`src/rtl/spu_fetch_pkg.sv`:
```
// rtl/spu_fetch_pkg.sv - shared fetch/decode types and constants
//
// Purpose: widths, the NOP encoding and the fetched-pair record shared by the
//          instruction buffer and its storage array.
// Contents:
//   bitsize      PC width, matches fetch
//   INSTR_W      width of one instruction
//   NOP_INSTR    value driven on empty instruction slots
//   fetch_pair_t {instr1, instr2, pc}, instr1 is the older instruction
package spu_fetch_pkg;

  localparam int bitsize = 11;
  localparam int INSTR_W = 32;

  localparam logic [INSTR_W-1:0] NOP_INSTR = '0;

  typedef struct packed {
    logic [INSTR_W-1:0] instr1;
    logic [INSTR_W-1:0] instr2;
    logic [bitsize-1:0] pc;
  } fetch_pair_t;

endpackage

```
`src/rtl/pair_queue_ram.sv`:
```
// rtl/pair_queue_ram.sv - DEPTH x fetch_pair_t register array
//
// Purpose: storage for the instruction buffer. One synchronous write port and
//          one asynchronous read port. Contents are not reset; occupancy is
//          tracked by the owner, so stale entries are never presented.
// Ports:
//   clk    in   rising-edge clock
//   we     in   write enable
//   waddr  in   write entry index
//   wdata  in   pair written at waddr
//   raddr  in   read entry index
//   rdata  out  pair stored at raddr (combinational)
module pair_queue_ram
  import spu_fetch_pkg::*;
#(
  parameter int DEPTH = 4,
  localparam int AW = $clog2(DEPTH)
) (
  input  logic          clk,
  input  logic          we,
  input  logic [AW-1:0] waddr,
  input  fetch_pair_t   wdata,
  input  logic [AW-1:0] raddr,
  output fetch_pair_t   rdata
);

  fetch_pair_t mem [DEPTH];

  always_ff @(posedge clk) begin
    if (we) begin
      mem[waddr] <= wdata;
    end
  end

  assign rdata = mem[raddr];

endmodule

```
`src/rtl/instruction_buffer.sv`:
```
// rtl/instruction_buffer.sv - dual-issue instruction queue between fetch and decode
//
// Purpose: accepts one instruction pair plus PC per cycle from fetch, presents
//          the oldest pending instruction(s) to decode, and lets decode take
//          0, 1 or 2 instructions per cycle. A pair split across two issue
//          cycles is tracked by the half flag. Flush empties the queue.
// Ports:
//   clk          in   rising-edge clock
//   reset        in   asynchronous active-low reset
//   in_valid     in   fetch presents a pair
//   in_instr1    in   older instruction of the fetched pair
//   in_instr2    in   younger instruction of the fetched pair
//   in_pc        in   PC of the fetched pair
//   in_ready     out  a pair can be accepted (drives fetch PC enable)
//   flush        in   discard all entries; same-cycle push/consume ignored
//   issue_count  in   instructions decode takes this cycle (3 acts as 2)
//   out_instr1   out  oldest pending instruction
//   out_instr2   out  next pending instruction of the same pair
//   out_valid1   out  out_instr1 valid
//   out_valid2   out  out_instr2 valid
//   out_pc       out  PC of the head pair
//   out_half     out  head pair's first slot already issued
module instruction_buffer
  import spu_fetch_pkg::*;
#(
  parameter int DEPTH = 4
) (
  input  logic               clk,
  input  logic               reset,
  input  logic               in_valid,
  input  logic [INSTR_W-1:0] in_instr1,
  input  logic [INSTR_W-1:0] in_instr2,
  input  logic [bitsize-1:0] in_pc,
  output logic               in_ready,
  input  logic               flush,
  input  logic [1:0]         issue_count,
  output logic [INSTR_W-1:0] out_instr1,
  output logic [INSTR_W-1:0] out_instr2,
  output logic               out_valid1,
  output logic               out_valid2,
  output logic [bitsize-1:0] out_pc,
  output logic               out_half
);

  localparam int PW = $clog2(DEPTH);
  localparam int CW = PW + 1;
  localparam logic [CW-1:0] FULL_COUNT = CW'(DEPTH);

  logic [PW-1:0] rd_ptr;
  logic [PW-1:0] wr_ptr;
  logic [CW-1:0] count;
  logic          half;

  fetch_pair_t   wdata;
  fetch_pair_t   head;

  logic          empty;
  logic          push;
  logic          pop;
  logic          half_next;
  logic [1:0]    req_count;
  logic [1:0]    slots;
  logic [1:0]    eff_count;

  // Ready looks only at the registered count: a full buffer stays closed
  // even if decode frees an entry in the same cycle.
  assign in_ready = (count < FULL_COUNT);
  assign empty    = (count == '0);

  assign req_count = (issue_count == 2'd3) ? 2'd2 : issue_count;

  always_comb begin
    slots = 2'd2;
    if (empty) begin
      slots = 2'd0;
    end else if (half) begin
      slots = 2'd1;
    end
  end

  // Decode can never take more than what is shown this cycle.
  assign eff_count = (req_count < slots) ? req_count : slots;

  assign push = in_valid && in_ready && !flush;
  assign pop  = !flush && ((eff_count == 2'd2) || ((eff_count == 2'd1) && half));

  // Single issue toggles half: the first takes slot1, the second retires the
  // pair. Dual issue only happens with half=0 and leaves it at 0.
  always_comb begin
    half_next = half;
    if (flush) begin
      half_next = 1'b0;
    end else if (eff_count == 2'd1) begin
      half_next = !half;
    end
  end

  assign wdata = '{instr1: in_instr1, instr2: in_instr2, pc: in_pc};

  pair_queue_ram #(
    .DEPTH (DEPTH)
  ) u_ram (
    .clk   (clk),
    .we    (push),
    .waddr (wr_ptr),
    .wdata (wdata),
    .raddr (rd_ptr),
    .rdata (head)
  );

  always_ff @(posedge clk or negedge reset) begin
    if (!reset) begin
      rd_ptr <= '0;
      wr_ptr <= '0;
      count  <= '0;
      half   <= 1'b0;
    end else if (flush) begin
      rd_ptr <= '0;
      wr_ptr <= '0;
      count  <= '0;
      half   <= 1'b0;
    end else begin
      if (push) begin
        wr_ptr <= wr_ptr + PW'(1);
      end
      if (pop) begin
        rd_ptr <= rd_ptr + PW'(1);
      end
      count <= count + CW'(push) - CW'(pop);
      half  <= half_next;
    end
  end

  // Outputs come straight from registered state, so an async reset clears
  // them without waiting for a clock edge.
  always_comb begin
    out_instr1 = NOP_INSTR;
    out_instr2 = NOP_INSTR;
    out_valid1 = 1'b0;
    out_valid2 = 1'b0;
    out_pc     = '0;
    out_half   = 1'b0;
    if (!empty) begin
      out_valid1 = 1'b1;
      out_pc     = head.pc;
      out_half   = half;
      if (half) begin
        out_instr1 = head.instr2;
      end else begin
        out_instr1 = head.instr1;
        out_instr2 = head.instr2;
        out_valid2 = 1'b1;
      end
    end
  end

endmodule
```
`config.mk`:
```
export PLATFORM = sky130hd
export DESIGN_NAME = instruction_buffer
export DESIGN_NICKNAME = d
export VERILOG_FILES = /design/src/rtl/spu_fetch_pkg.sv /design/src/rtl/pair_queue_ram.sv /design/src/rtl/instruction_buffer.sv
export SDC_FILE = /design/constraint.sdc
export NUM_CORES = 1
export LEC_CHECK = 0
export BUFFER_PORTS_ARGS = -buffer_cell sky130_fd_sc_hd__buf_2
export CORE_MARGIN = 3
export CORE_UTILIZATION = 52
export DETAILED_ROUTE_END_ITERATION = 6
export PLACE_DENSITY = 0.76
export SYNTH_ARGS = -nofsm -noshare
export SYNTH_HDL_FRONTEND = slang
export SYNTH_SLANG_ARGS = --single-unit
```
`constraint.sdc`:
```
create_clock -name clk -period 3.8 [get_ports clk]
set_clock_uncertainty 0.2 [all_clocks]
set_input_delay 0.38 -clock clk [delete_from_list [all_inputs] [get_ports clk]]
set_output_delay 0.38 -clock clk [all_outputs]
set_load 0.01 [all_outputs]
```
==> impl_metrics.yaml, run 1 <==
clock_network:
  clk_pin_slew_ps: 70
  clock_sinks: 308
  cts_buffers: 30
  root_buffer: "clkbuf_16"
  cts_tree: "done"
  clkLatencyLatePin_ps: 540
  htree_levels: 1
  cts_max_path_buffers: 3
die:
  start_util_pct: 53.6
  fp.coreArea_um2: 22800
  fp-row-count: 55
  num_io_pins: 160
  die_w_um: 159
  die_area_um2: 25400
  die_y_um: 159
grt:
  antenna_found_initial: 0
  grt_remaining_overflow: 0
  grt_start_max_net_pins: 45
  grt_usage_pct: 19.9
  grt_pass1_wl_mm: 39.7
  grt_pass1_vias: 7056
power_and_ir_drop:
  swShare_pct: 28.8
  internal-power_mw: 6.99
  power_mw: 9.83
  pwr-share-seq_pct: 41.4
  power_frac_comb_pct: 29.1
  ir_drop_v: 0.000415
  leakagePower_nw: 5.29
  p_sw_mw: 2.83
  power_frac_clock_pct: 29.5
  powerDensity_nw_per_um2: 647
critical_path:
  path_delay_family: "adder cells"
  slowest_delay_ps: 470
  start_kind: "flip-flop"
  crit_fanout: 33
  crit_chain: "nor3_4 -> buf_4 -> inv_2 -> o221ai_2 -> o22a_1 -> nor2_1 -> ha_1 -> inv_1 -> ha_1 -> inv_1 -> fa_1 -> xnor2_1 -> xnor2_1 -> nor2_1"
  cp.required_ps: 4030
  arrival_ps: 3800
  path_class: "reg -> reg"
  critPathSlowestCell: "buf_4"
  cp.buffers_inverters: 4
  critPathCaptureType: "flip-flop"
flow_run:
  cap_viol_max_count: 0
route:
  num_vias: 6302
  wl_mm: 24.9
  routed_via_density: 5.38
  post_drt_wl_per_cell_um: 21.3
  drc_errors: 0
  drtIter0Drc: 465
  ant_nets: 0
  dr.pass1.iters: 5
sta:
  period_minus_slack_ps: 3570
  period_share_pct: 94.0
  rsz0062_at_grt: "no"
  fmax_mhz: 280
  hold_violations: 0
  worst_slack_ps: 228
  finalSetupViolations: 0
  worst_pin_slew_ps: 710
  maxSlewHeadroom_pct: 52.7
  slew_violations: 0
  fin_tns_setup_ps: 0
layout:
  diodes: 0
  drive_gt1_share_pct: 35.6
  area_growth_pct: 24.1
  num-fill-cells: 1523
  layout.nets: 930
place:
  hpwlAfterDp_mm: 15.2
  numPortBuffers: 159
  gp_congestion: 0.770
  post-place-ws_ps: 251
worst_hold_path:
  hp-class: "in -> async"
synth:
  synth.distinct_cells: 33
  syn_avg_cell_area_um2: 21.0
  synth_cells: 584
  synth-seq-area-share_pct: 75.3
  synth_top_area_share_pct: 73.6
  synth.largest_area_cell: "edfxtp_1"
  yosys_warnings: 0
  synthTopCellsByArea: "edfxtp_1 74%, mux4_2 14%, mux2i_1 2.6%"
  syn_nets: 674
  ys_ff_latch: 308
  syn_area_um2: 12200
status:
  status: "complete, no violations"
## final timing paths
kind	startpoint	end	slack, ps	cells after the start
setup / recovery	count[1]	count[2]	230	14
hold / removal	reset	half	50	2
setup reg to reg	count[1]	count[2]	230	14
hold reg to reg	wr_ptr[0]	wr_ptr[0]	450	2
max in group asynchronous	reset	rd_ptr[0]	3160	2
min in group clk	issue_count[0]	half	100	5
## cells in the mapped netlist
cell type  instances
nor3_4             1
nand2_1            4
dfrtp_1            8
or4_1              1
and3_1             4
mux2_4             1
mux4_2            75
o221ai_1           1
a21oi_1            3
buf_4              3
inv_1             10
o21ai_0            1
o22ai_1            1
buf_2             11
buf_6              2
buf_12             2
inv_2              1
fa_1               1
ha_1               8
clkbuf_1          14
or4b_1             1
nand2b_1           1
o211a_1            1
and2_1            45
xnor2_1            3
o221ai_2           1
nor2b_1            4
mux2i_1           32
edfxtp_1         300
o22a_1             1
a21o_1             1
nand3_1            1
nor2_1            41
## placed cells by master, fill, tap and decap left out, types with 5 or more instances in the layout
master,n
edfxtp_1,300
and2_1,45
clkbuf_1,7
mux2i_1,32
nor2_1,40
dfrtp_1,5
buf_4,18
clkbuf_16,31
ha_1,8
buf_2,159
dlygate4sd3_1,77
inv_1,10
mux4_2,75
## metrics by stage
stage	cell area, um2	instances	hold WS, ps	utilization, %
after floorplan	12200	584	-116	-
after global placement	13400	1044	32.4	58.8
after detailed placement	13400	1044	28.8	58.8
after CTS	15200	1172	23.5	66.5
after global routing	15200	1172	43.6	66.5
final	15200	1172	46.0	66.5
## state kept, by name, indices dropped and copies added (netlist names)
signal / flops
rd_ptr: 2
wr_ptr: 2
count: 3
half: 1
u_ram.mem: 300
## area by class of cell
cell class | instances | area (um2) | share of cell area, %
multi-input cells | 233 | 2820 | 18.6
clock buffers | 38 | 802 | 5.28
repair buffers | 256 | 1740 | 11.5
clock inverters | 13 | 171 | 1.13
flip-flops and latches | 308 | 9220 | 60.7
inverters | 11 | 41.3 | 0.272
well taps | 313 | 392 | 2.58
## power groups by stage
stage,combinational [mW],clock (mW),sequential [mW]
after floorplan,1.91,0,4.04
after CTS,2.89,2.95,4.07
after global placement,2.77,0,4.12
after global routing,3.10,3.10,4.09
final,2.86,2.90,4.07
after detailed placement,2.81,0,4.14
## cell families after synthesis
kind of cell / after synthesis / synth area share [%]
muxes: 108 / 16.5
adders and majority gates: 9 / 0.982
xor gates and xnor gates: 3 / 0.215
and+or+nand+nor: 103 / 4.46
buffers and inverters: 43 / 1.91
AOI/OAI and AO/OA: 10 / 0.624
DFF: 308 / 75.3
## layer usage
layer | wire (um) | vias to the layer above | track usage, %
met5 | 0 | - | 0
met2 | 13000 | 196 | 35.2
met1 | 10100 | 3223 | 25.8
met3 | 1410 | 31 | 3.41
met4 | 474 | 0 | 5.61
li1 | - | 2852 | -
## repair_timing
item                      4_1_cts  5_1_grt
hold endpoints to repair      314        0
setup buffers                   0        0
gates resized for setup         0        0
hold buffers                   77        0
No activity file was read; power rests on OpenSTA's default activity.
==> run 2, diff against run 1 <==
CORE_UTILIZATION = 54   (was 52)
CTS_BUF_LIST = sky130_fd_sc_hd__clkbuf_2   (was not set)
PLACE_DENSITY = 0.78   (was 0.76)
==> run 2 against run 1 <==
Effect of this change:
- fmax up 1.5%
- clock power fell by 30%
- flip-flop and latch count stayed put
- via count rose by 6.1%
- die area down 3.6%
- wire length rose by 1.3%
- critical endpoint unchanged
==> impl_metrics.yaml, run 2 (synthesis results as in run 1) <==
route:
  wl_mm: 25.2
  routed_via_density: 5.52
  ant_nets: 0
  wl_met3_mm: 1.75
  wl_met2_mm: 12.8
  num_vias: 6689
  dr.pass1.iters: 5
  wl_met1_mm: 10.3
  drtIter0Drc: 438
  post_drt_wl_per_cell_um: 20.8
  drc_errors: 0
  top_layer: "met4"
sta:
  hold_violations: 0
  fin_tns_setup_ps: 0
  rsz0062_at_grt: "no"
  slew_violations: 0
  maxSlewHeadroom_pct: 23.3
  period_share_pct: 92.6
  fmax_mhz: 284
  finalSetupViolations: 0
  worst_pin_slew_ps: 1150
  period_minus_slack_ps: 3520
power_and_ir_drop:
  power_frac_comb_pct: 32.4
  ir_drop_v: 0.000409
  internal-power_mw: 6.09
  leakagePower_nw: 5.29
  power_frac_clock_pct: 22.6
  power_mw: 8.97
  powerDensity_nw_per_um2: 605
  swShare_pct: 32.1
  pwr-share-seq_pct: 44.9
  p_sw_mw: 2.88
place:
  dp_cells: 1000
  hpwlAfterDp_mm: 14.5
  place_area_um2: 13400
  gp_congestion: 0.777
  numPortBuffers: 159
grt:
  grt_start_max_net_pins: 79
  grt_pass1_vias: 7255
  grt_usage_pct: 20.9
  grt_remaining_overflow: 0
  antenna_found_initial: 2
  grt_pass1_wl_mm: 39.1
layout:
  drive_gt1_share_pct: 39.9
  area_growth_pct: 21.2
  layout.cells.non_filler: 1211
  largest_reg_flops: 300
  layout_common_cells: "300 x edfxtp_1, 159 x buf_2, 114 x clkbuf_2, 83 x dlygate4sd3_1, 75 x mux4_2"
  layout.nets: 971
  regMostFlops: "u_ram.mem"
  final_common_cell: "edfxtp_1"
  fin_area_um2: 14800
  num-fill-cells: 1466
  reg.largest.list: "u_ram.mem (300), count (3)"
clock_network:
  cts_tree: "done"
  postCtsHoldBufs: 83
  clkLatencyLatePin_ps: 730
  root_buffer: "clkbuf_2"
  cts_buffers: 76
  cts_max_path_buffers: 3
  cts_resized: 0
  clk_pin_slew_ps: 90
  htree_levels: 3
  post_cts_buffers: 0
  clock_sinks: 308
die:
  die_area_um2: 24500
  num_io_pins: 160
  fp-row-count: 54
  fp.coreArea_um2: 22000
  die_y_um: 157
  start_util_pct: 55.5
  die_w_um: 157
critical_path:
  crit_fanout: 3
  critPathCaptureType: "flip-flop"
  cp.required_ps: 4210
  path_class: "reg -> reg"
  arrival_ps: 3930
  start_kind: "flip-flop"
flow_run:
  cap_viol_max_count: 0
worst_hold_path:
  hp-class: "in -> reg"
status:
  status: "complete, no violations"
[run 2: changes by cell type in the layout (fill, tap and decap cells not counted), moves of 3 or more]
cell,delta
clkbuf_16,-31
buf_12,+3
clkbuf_2,+114
bufinv_16,-3
clkinv_1,+7
dlygate4sd3_1,+6
clkbuf_1,-7
clkinv_2,-4
buf_4,-14
[run 2: final timing paths]
kind	from	end	slack, ps	depth (start not counted)
worst min-delay path	in_instr1[12]	u_ram.mem[2][55]	150	2
worst min register to register	wr_ptr[0]	wr_ptr[0]	450	2
min in group asynchronous	reset	rd_ptr[1]	460	3
worst max-delay path	count[1]	count[2]	280	16
max in group asynchronous	reset	rd_ptr[0]	2600	3
worst max register to register	count[1]	count[2]	280	16
[run 2: metrics by stage]
stage	worst slack [ps]	hold WS, ps	util (%)
5_1_grt	33.4	55.1	67.3
2_1_floorplan	70.8	-116	-
3_3_place_gp	451	35.7	60.6
4_1_cts	242	37.3	67.3
6_report	282	155	67.3
3_5_place_dp	298	45.7	60.6
[run 2: area by class of cell]
type	instances	area [um2]	area share (%)
sequential	308	9220	62.1
multi-input combinational	233	2820	19.0
timing repair buffer	251	1760	11.8
clock buffer	114	571	3.85
tap	280	350	2.36
clock inverter	13	75.1	0.506
inverter	11	41.3	0.278
antenna	1	2.50	0.0169
[run 2: critical path, cell delays in order (launching register included)]
cell	delay [ps]
dfrtp_1	470
nor3_4	250
nor2_4	50
inv_1	50
ha_1	240
or4b_1	540
nand2_1	90
o22a_1	130
nor2_1	50
ha_1	270
inv_1	60
ha_1	140
inv_1	60
fa_1	410
xnor2_1	180
xnor2_1	150
nor2_1	60
[run 2: metal layers]
| layer | track usage, % | up-vias |
|---|---|---|
| li1 | - | 2988 |
| met1 | 28.0 | 3401 |
| met2 | 34.0 | 269 |
| met3 | 5.53 | 31 |
| met4 | 7.38 | 0 |
| met5 | 0 | - |
[run 2: power by group through the flow]
stage / Clock (mW) / Sequential [mW] / Combinational [mW]
2_1_floorplan: 0 / 4.04 / 1.91
3_3_place_gp: 0 / 4.09 / 2.80
3_5_place_dp: 0 / 4.11 / 2.86
4_1_cts: 2.11 / 4.03 / 2.94
5_1_grt: 2.28 / 4.05 / 3.15
6_report: 2.03 / 4.03 / 2.91
==> run 3, diff against run 2 <==
CORE_MARGIN = 1   (was 3)
==> run 3 against run 2 <==
Effect of this change:
- the run now ends with DRC left
- sequential power about the same
- clock-buffer cell count fell by 8
- die area shrank 5.0%
- fmax down 3.6%
- sequential share of layout area is 0.089 points lower
- largest power group unchanged
==> impl_metrics.yaml, run 3 (synthesis results as in run 1) <==
status:
  status: "complete, but fails checks"
  violations: "DRC"
grt:
  grt_remaining_overflow: 0
  grt_pass1_wl_mm: 38.6
  grt_usage_pct: 22.2
  grt_pass1_vias: 7309
  grt_start_max_net_pins: 79
  antenna_found_initial: 3
critical_path:
  critPathSlowestCell: "or4b_1"
  start_kind: "flip-flop"
  cp.required_ps: 4250
  path_delay_family: "simple AND/OR/NAND/NOR gates"
  cp.buffers_inverters: 3
  path_class: "reg -> reg"
  crit_chain: "nor3_4 -> nor2_2 -> inv_1 -> ha_1 -> or4b_1 -> nand2_1 -> o22a_1 -> nor2_1 -> ha_1 -> inv_1 -> ha_1 -> inv_1 -> fa_1 -> xnor2_1 -> xnor2_1 -> nor2_1"
  r2r_slack_ps: 150
  critPathCaptureType: "flip-flop"
  arrival_ps: 4100
  slowest_delay_ps: 570
  crit_fanout: 3
die:
  fp-row-count: 54
  num_io_pins: 160
  die_area_um2: 23300
  die_w_um: 153
  start_util_pct: 55.5
  fp.coreArea_um2: 22000
  die_y_um: 153
place:
  place_area_um2: 13400
  post-place-ws_ps: 206
  gp_congestion: 0.782
  hpwlAfterDp_mm: 14.2
  numPortBuffers: 159
route:
  wl_mm: 25.0
  drtIter0Drc: 488
  post_drt_wl_per_cell_um: 20.6
  ant_nets: 0
  routed_via_density: 5.48
  num_vias: 6654
  dr.pass1.iters: 7
  drc_errors: 10
clock_network:
  cts_resized: 0
  cts_max_path_buffers: 3
  root_buffer: "clkbuf_2"
  clk_pin_slew_ps: 110
  post_cts_buffers: 0
  clkLatencyLatePin_ps: 790
  htree_levels: 3
  postCtsHoldBufs: 81
  cts_tree: "done"
  clock_sinks: 308
  cts_buffers: 76
sta:
  period_minus_slack_ps: 3650
  finalSetupViolations: 0
  slew_violations: 0
  hold_violations: 0
  rsz0062_at_grt: "no"
  period_share_pct: 96.0
  fin_tns_setup_ps: 0
  maxSlewHeadroom_pct: 51.0
  fmax_mhz: 274
  worst_pin_slew_ps: 736
  worst_slack_ps: 152
layout:
  reg.largest.list: "u_ram.mem (300), count (3)"
  area_growth_pct: 21.4
  fin_area_um2: 14900
  layout.nets: 969
  num-fill-cells: 1470
  largest_reg_flops: 300
  regMostFlops: "u_ram.mem"
  layout_common_cells: "300 x edfxtp_1, 159 x buf_2, 106 x clkbuf_2, 81 x dlygate4sd3_1, 75 x mux4_2"
  final_common_cell: "edfxtp_1"
  drive_gt1_share_pct: 39.3
worst_hold_path:
  hp-class: "in -> reg"
power_and_ir_drop:
  power_mw: 9.01
  powerDensity_nw_per_um2: 607
  ir_drop_v: 0.000489
  leakagePower_nw: 5.30
flow_run:
  cap_viol_max_count: 0
[run 3: cell types whose count changed in the layout (fill, tap and decap cells not counted)]
cell	before	now
buf_4	4	3
clkinv_1	11	19
inv_2	2	3
clkinv_2	0	1
nor2_4	1	0
buf_12	5	6
nor2_2	0	1
dlygate4sd3_1	83	81
clkbuf_2	114	106
diode_2	1	3
bufinv_16	1	2
[run 3: path summary, 6_finish.rpt]
kind                          startpoint                to  cells after the start
max                             count[1]          count[2]                     16
min                        in_instr1[27]  u_ram.mem[2][70]                      2
max reg2reg                     count[1]          count[2]                     16
min reg2reg                    wr_ptr[0]         wr_ptr[0]                      2
max in group asynchronous          reset         rd_ptr[1]                      3
min in group asynchronous          reset         rd_ptr[0]                      3
[run 3: routing by layer]
metal	global-route usage, %	routed length [um]
met5	0	0
met3	5.52	1580
met2	37.4	12700
met1	28.1	10300
met4	8.18	370
[run 3: where the power goes]
group          switching, mW  leakage, nW  internal, mW
registers             0.0820         2.82          3.92
clock network           1.22        0.511         0.882
logic                   1.61         1.96          1.30
total                   2.91         5.30          6.10
[run 3: layout make-up]
| type | count | area (um2) | share of cell area [%] |
|---|---|---|---|
| flip-flops and latches | 308 | 9220 | 62.0 |
| multi-input cells | 233 | 2820 | 19.0 |
| repair buffers | 249 | 1750 | 11.8 |
| clock buffers | 106 | 531 | 3.57 |
| well taps | 280 | 350 | 2.36 |
| clock inverters | 24 | 144 | 0.969 |
| inverters | 11 | 41.3 | 0.278 |
| diodes | 3 | 7.51 | 0.0505 |
[run 3: stage by stage]
step	hold WS [ps]	utilization, %	std cells
after floorplan	-116	-	584
after global placement	31.4	60.7	1000
final	116	67.4	1214
after CTS	29.3	67.4	1211
after detailed placement	40.2	60.7	1000
after global routing	49.8	67.4	1213
